<file path="src/rtl/ad7124_tc_frame_collector.sv">
// ad7124_tc_frame_collector
// Collects 24-bit AD7124 data-register words into per-channel frames.
// Each word is assigned a channel by arrival order and converted from offset
// binary to two's complement. A full frame is published as a snapshot for
// software. Every word is also streamed as {ch,data} through a first-word
// fall-through FIFO toward the AXI/DMA side.

module ad7124_tc_frame_collector #(
  parameter int NUM_CH     = 8,
  parameter bit BIPOLAR    = 1'b1,
  parameter int FIFO_DEPTH = 16
) (
  input  logic                  PL_clk,
  input  logic                  PL_USER_RST_N,
  input  logic                  frame_start,
  input  logic                  sample_valid,
  input  logic [23:0]           sample_data,
  output logic                  m_valid,
  input  logic                  m_ready,
  output logic [31:0]           m_data,
  output logic [24*NUM_CH-1:0]  frame_data,
  output logic                  frame_done,
  output logic [15:0]           frame_cnt,
  output logic [3:0]            ch_idx,
  output logic                  overflow,
  input  logic                  clear_ovf
);

  localparam int         AW      = $clog2(FIFO_DEPTH);
  localparam logic [3:0] LAST_CH = 4'(NUM_CH - 1);

  // Working bank: one slot per channel, filled as words arrive.
  logic [NUM_CH-1:0][23:0] bank;

  // Frame completion pipeline stage: last channel captured on the previous edge.
  logic frame_pend;

  // Stream FIFO storage and pointers (extra MSB distinguishes full from empty).
  logic [27:0] mem [FIFO_DEPTH];
  logic [AW:0] wr_ptr;
  logic [AW:0] rd_ptr;

  logic [23:0] conv;
  logic [3:0]  wr_ch;
  logic        last_word;
  logic        fifo_empty;
  logic        fifo_full;
  logic        pop;
  logic        push;
  logic        drop;

  // Offset-binary to two's-complement conversion and channel/FIFO decisions.
  always_comb begin
    // NOTE: every signal driven here gets a value on every path, so no latch is inferred.
    conv       = BIPOLAR ? {~sample_data[23], sample_data[22:0]} : sample_data;
    wr_ch      = frame_start ? 4'd0 : ch_idx;
    last_word  = sample_valid && (wr_ch == LAST_CH);
    fifo_empty = (wr_ptr == rd_ptr);
    fifo_full  = (wr_ptr[AW] != rd_ptr[AW]) &&
                 (wr_ptr[AW-1:0] == rd_ptr[AW-1:0]);
    pop        = !fifo_empty && m_ready;
    // A pop in the same cycle frees a slot, so a full FIFO can still accept.
    push       = sample_valid && (!fifo_full || pop);
    drop       = sample_valid && fifo_full && !pop;
  end

  // First-word fall-through head: valid whenever the FIFO holds a word.
  always_comb begin
    m_valid = !fifo_empty;
    m_data  = fifo_empty ? 32'd0 : {4'h0, mem[rd_ptr[AW-1:0]]};
  end

  // Channel sequencing and working-bank capture.
  always_ff @(posedge PL_clk or negedge PL_USER_RST_N) begin
    if (!PL_USER_RST_N) begin
      ch_idx <= 4'd0;
      bank   <= '0;
    end else begin
      // NOTE: non-blocking assignments make every flop sample pre-edge values, so block order cannot change behaviour.
      if (sample_valid) begin
        for (int k = 0; k < NUM_CH; k++) begin
          if (wr_ch == 4'(k)) bank[k] <= conv;
        end
        ch_idx <= (wr_ch == LAST_CH) ? 4'd0 : wr_ch + 4'd1;
      end else if (frame_start) begin
        // Partial data stays in the bank and is overwritten by the next frame.
        ch_idx <= 4'd0;
      end
    end
  end

  // Snapshot publication one edge after the last channel lands in the bank.
  always_ff @(posedge PL_clk or negedge PL_USER_RST_N) begin
    if (!PL_USER_RST_N) begin
      frame_pend <= 1'b0;
      frame_done <= 1'b0;
      frame_data <= '0;
      frame_cnt  <= 16'd0;
    end else begin
      frame_pend <= last_word;
      frame_done <= frame_pend;
      if (frame_pend) begin
        frame_data <= bank;
        frame_cnt  <= frame_cnt + 16'd1;
      end
    end
  end

  // FIFO storage write port.
  always_ff @(posedge PL_clk) begin
    // NOTE: the storage array has no reset; the pointers alone define which entries are valid.
    if (push) mem[wr_ptr[AW-1:0]] <= {wr_ch, conv};
  end

  // FIFO pointer update; simultaneous push and pop leaves occupancy unchanged.
  always_ff @(posedge PL_clk or negedge PL_USER_RST_N) begin
    if (!PL_USER_RST_N) begin
      wr_ptr <= '0;
      rd_ptr <= '0;
    end else begin
      if (push) wr_ptr <= wr_ptr + 1'b1;
      if (pop)  rd_ptr <= rd_ptr + 1'b1;
    end
  end

  // Sticky overflow flag; a drop in the same cycle wins over clear_ovf.
  always_ff @(posedge PL_clk or negedge PL_USER_RST_N) begin
    if (!PL_USER_RST_N) begin
      overflow <= 1'b0;
    end else if (drop) begin
      overflow <= 1'b1;
    end else if (clear_ovf) begin
      overflow <= 1'b0;
    end
  end

endmodule
</file>
<file path="config.mk">
export PLATFORM = sky130hd
export DESIGN_NAME = ad7124_tc_frame_collector
export DESIGN_NICKNAME = d
export VERILOG_FILES = /design/src/rtl/ad7124_tc_frame_collector.sv
export SDC_FILE = /design/constraint.sdc
export NUM_CORES = 1
export LEC_CHECK = 0
export BUFFER_PORTS_ARGS = -buffer_cell sky130_fd_sc_hd__buf_4
export CAP_MARGIN = 20
export CORE_MARGIN = 2
export CORE_UTILIZATION = 25
export CTS_CLUSTER_SIZE = 14
export DETAILED_ROUTE_END_ITERATION = 8
export GPL_TIMING_DRIVEN = 0
export PLACE_DENSITY = 0.47
export SLEW_MARGIN = 20
export SYNTH_ARGS = -nofsm -noshare
export SYNTH_HDL_FRONTEND = slang
export SYNTH_SLANG_ARGS = --single-unit
</file>
<file path="constraint.sdc">
create_clock -name PL_clk -period 2.7 [get_ports PL_clk]
set_input_delay 0.135 -clock PL_clk [delete_from_list [all_inputs] [get_ports PL_clk]]
set_output_delay 0.135 -clock PL_clk [all_outputs]
set_load 0.02 [all_outputs]
</file>
==> reports/metrics.sh <==
RESULT_OF_THE_RUN='finished with violations'
VIOLATIONS='negative setup slack'
SYNTH_AREA_PER_CELL_SQ_UM=19.62
CRIT_TOP_CELL='sky130_fd_sc_hd__buf_6'
PORTBUFFERS=271
MAXCLOCKFREQUENCY_GHz=0.3639
PIN_COUNT_OF_THE_BIGGEST_NET_ENTERING_GLOBAL_ROUTING=103
CELL_INTERNAL_PWR_mW=28.13
MAPPEDNETLISTAREA_SQ_UM=32990
SYNTH_ENABLE_FLOP_CELLS=448
FF_LATCH_AREA_SQ_UM=23890
FF2FF_PATH_DEPTH=8
STARTPOINT_TYPE='flop'
SYNTH_AREA_LEADER_CELL='sky130_fd_sc_hd__edfxtp_1'
POST-ROUTE-CELL-AREA_SQ_UM=42370
FINAL_CRITICAL_PATH_SETUP_SLACK_NS=-0.04788
GRT_ANTENNA_BEFORE_REPAIR=8
UNREPAIRED_SETUP_ENDPOINTS_AFTER_GLOBAL_ROUTING='true'
CRIT-REG2REG-CAPTURE='mem[5][12]'
RR_STARTPOINT='rd_ptr[1]'
DIEWIDTH_UM=367.2
WORST-ENDPOINT-REQUIRED_NS=2.57
HOLDCRITPATHCLASS='primary input to flop'
FIN_WORST_SKEW_NS=0.03079
SYNTH.AREA.TOP_CELLS='sky130_fd_sc_hd__edfxtp_1, sky130_fd_sc_hd__dfrtp_1, sky130_fd_sc_hd__mux2_2'
STD_CELL_ROWS=133
DETAILEDPLACEMENTHPWL_UM=63000
FINAL.PERIOD_UTILIZATION_PCT=101.8
VIA_COUNT=17170
CLK_LATENCY_NS=0.68
CTS_TREE='done'
SEQ_POWER_SHARE_PCT=38.9
DPL_CELL_AREA_SQ_UM=37810
POWER.LEAKAGE_nW=17.21
FINAL_MAX_SLEW_VIOL_COUNT=0
TIMING.FINAL.CRIT_PERIOD_NS=2.748
LAYOUT-AREA-OVERHEAD-VS-SYNTH_PCT=28.45
MAX-SLEW-MARGIN-REL_PCT=40.42
SYNTH_SEQ_CELLS=865
CTS.PATH.MAX_BUFFERS=3
CRITPATHSLOWESTCELL='sky130_fd_sc_hd__nor3_4'
STARTPOINT='rd_ptr[1]'
DIE_Y_UM=367.2
TIMING.SETUP.CRITICAL_PATH_CLASS='flop to output port'
CPPEAKSTAGEDELAY_NS=0.44
CP.ARRIVAL_NS=2.61
GRT_PASS1_VIAS=18600
FINALSETUPVIOLATIONS=9
DESIGN.CORE.AREA_SQ_UM=131300
HTREE_LEVELS=3
CTS_ROOT_BUF='sky130_fd_sc_hd__clkbuf_16'
MAX_CAP_VIOL_COUNT=0
DRT_ITER0_MARKERS=899
TIGHTESTPINTRANSITION_NS=0.8938
LAYOUT.CELLS.MOST_COMMON='sky130_fd_sc_hd__edfxtp_1'
YOSYS_WARNINGS=0
NETLIST-CELL-TYPE-COUNT=50
ROUTABILITYCONGESTION=0.7397
MULTI_INPUT_AREA_SQ_UM=9092
POWER_SWITCHING_mW=12.38
POWER_FRAC_COMB_PCT=30.2
FINAL_UTIL_PCT=32.27
CP-END-KIND='output port'
CTS_BUFFERS=93
CRIT_END='m_data[19]'
LAYOUT_COMMON_CELLS='sky130_fd_sc_hd__edfxtp_1, sky130_fd_sc_hd__dfrtp_1, sky130_fd_sc_hd__mux2_2, sky130_fd_sc_hd__buf_4, sky130_fd_sc_hd__mux4_2'
GRT_FIRST_PASS_WIRELENGTH_UM=134000
FLOORPLAN_DIE_AREA_SQ_UM=134900
POWER.CLOCK.FRACTION_PCT=30.9
CRITPATHMAXFANOUT=10
NETS=2168
FINALHOLDVIOLCOUNT=0
VDD.IR_DROP.WORST_V=0.0004951
VIAS_CELL=4.335
POWER_SWITCHING_SHARE_PCT=30.57
SYNTH_TOP_CELL_AREA_SHARE_PCT=40.78
SEQ_AREA_FRAC_SYNTH_PCT=72.42
IO_COUNT=277
GLOBAL_ROUTE.USAGE.TOTAL_PCT=13.59
START_UTIL_PCT=25.12
SYN-INSTANCE-COUNT=1681
DRIVE_ABOVE_1_SHARE_PCT=47.84
CLK_PIN_SLEW_WORST_PATHS_NS=0.07
DRCVIOLATIONCOUNT=0
YS_ASYNC_SR_FRACTION_PCT=48.21
POWER_DENSITY_nW_PER_UM2=956.2
WL_PER_CELL_UM=23.32
CRIT_PATH_CELL_TRACE='buf_12 -> buf_6 -> buf_8 -> mux4_2 -> o22ai_1 -> nor3_4 -> buf_6'
COUNT_OF_ANTENNA_VIOLATING_NETS_LEFT_AFTER_DETAILED_ROUTING=0
NFILLCELLS=12600
GRT-OVFL-TOTAL=0
DRT-PASS1-ITER-COUNT=5
CTS_NUM_SINKS=865
ROUTED_WL_UM=92360
SYNTH_TOP_FLOP_CELL='sky130_fd_sc_hd__edfxtp_1'
RRSETUPSLACK_NS=0.14
TOTALNEGATIVESETUPSLACK_NS=-0.1979
-- layer usage --
metal  up-vias  wire length (um)  global-route usage (%)
li1       7425                 -                       -
met1      9218             39150                   17.17
met2       420             45490                   22.94
met3       103              6267                   3.880
met4         0              1450                   3.176
met5         -                 0                       0
-- cells in the mapped netlist, types with 2 or more instances --
master                     count
sky130_fd_sc_hd__edfxtp_1    448
sky130_fd_sc_hd__dfrtp_1     417
sky130_fd_sc_hd__mux2_2      308
sky130_fd_sc_hd__mux4_2      103
sky130_fd_sc_hd__mux2_1       70
sky130_fd_sc_hd__o22ai_1      45
sky130_fd_sc_hd__buf_2        44
sky130_fd_sc_hd__nor3_1       28
sky130_fd_sc_hd__buf_4        23
sky130_fd_sc_hd__xnor2_1      19
sky130_fd_sc_hd__and3_1       17
sky130_fd_sc_hd__nand2_1      17
sky130_fd_sc_hd__ha_1         10
sky130_fd_sc_hd__inv_1        10
sky130_fd_sc_hd__mux4_1        9
sky130_fd_sc_hd__o21ai_0       9
sky130_fd_sc_hd__o22ai_2       9
sky130_fd_sc_hd__xor2_1        9
sky130_fd_sc_hd__clkbuf_1      8
sky130_fd_sc_hd__buf_6         7
sky130_fd_sc_hd__nand4_1       6
sky130_fd_sc_hd__nand2b_1      5
sky130_fd_sc_hd__nor2_1        5
sky130_fd_sc_hd__and4b_1       4
sky130_fd_sc_hd__buf_1         4
sky130_fd_sc_hd__nand3_2       4
sky130_fd_sc_hd__nand3_4       4
sky130_fd_sc_hd__nor2b_1       4
sky130_fd_sc_hd__xnor2_2       4
sky130_fd_sc_hd__and4_1        3
sky130_fd_sc_hd__buf_12        3
sky130_fd_sc_hd__nand3_1       3
sky130_fd_sc_hd__a211oi_1      2
sky130_fd_sc_hd__a21oi_1       2
sky130_fd_sc_hd__clkbuf_2      2
sky130_fd_sc_hd__o211ai_1      2
-- worst min-delay path by stage --
stage,start,end,cells past startpoint
final,sample_data[23],bank[119],3
after global routing,sample_data[23],bank[119],3
after CTS,sample_data[23],bank[119],3
after detailed placement,PL_USER_RST_N,bank[132],1
after global placement,frame_pend,frame_done,0
after floorplan,PL_USER_RST_N,bank[0],0
-- power by group through the flow --
stage / Clock [mW] / Sequential [mW] / Combinational (mW)
final: 12.5 / 15.8 / 12.2
after global routing: 13.4 / 15.9 / 13.1
after CTS: 12.9 / 15.8 / 11.9
after detailed placement: 0 / 16.0 / 9.97
after global placement: 0 / 15.9 / 9.58
after floorplan: 0 / 15.8 / 5.76
-- metrics by stage --
| step | hold slack, ns | power [mW] | worst slack (ns) | cells |
|---|---|---|---|---|
| after CTS | 0.3138 | 40.59 | -0.1290 | 3944 |
| after global placement | 0.3690 | 25.51 | -2.590 | 3710 |
| final | 0.3601 | 40.51 | -0.04788 | 3960 |
| after global routing | 0.3683 | 42.39 | -0.1300 | 3958 |
| after floorplan | -0.1606 | 21.60 | 0.4440 | 1684 |
| after detailed placement | 0.02540 | 25.95 | -0.4598 | 3730 |
-- registers in the layout, summed over array words and instances (netlist names) --
name,flops
frame_data,192
frame_done,1
mem,448
wr_ptr,5
bank,192
rd_ptr,5
frame_pend,1
ch_idx,4
frame_cnt,16
overflow,1
-- worst max-delay path, delay by kind of cell, from the launching register on --
family	cells	cell delay, ns
AO/OA/AOI/OAI	1	0.11
buffers and inverters	4	0.73
flip-flops	1	0.40
multiplexers	1	0.20
AND/OR/NAND/NOR	1	0.44
-- final cells by class --
class	instances	share of cell area [%]
inverter	10	0.08859
antenna	2	0.01181
buffer	91	2.085
multi-input combinational	717	21.46
clock inverter	48	1.019
clock buffer	122	6.015
tap	1755	5.183
sequential	865	56.38
timing repair buffer	350	7.758
-- cell families after synthesis --
logic type / share of synthesized area (%)
adder cells (fa/ha/maj): 0.3793
buffers and inverters: 1.916
multiplexers: 20.73
other: 0.01137
AND/OR/NAND/NOR: 1.988
XOR/XNOR: 0.9407
AO/OA/AOI/OAI: 1.620
flip-flops: 72.42
-- timing repair --
item                                    in CTS  in global routing
resized for setup                          171                 36
cloned                                       0                  2
pin swaps                                   27                 13
endpoints found under the setup margin      29                 29
hold buffers                                33                  0
buffers inserted                            12                 12
endpoints found under the hold margin      877                  0
(Power assumes the default switching activity.)
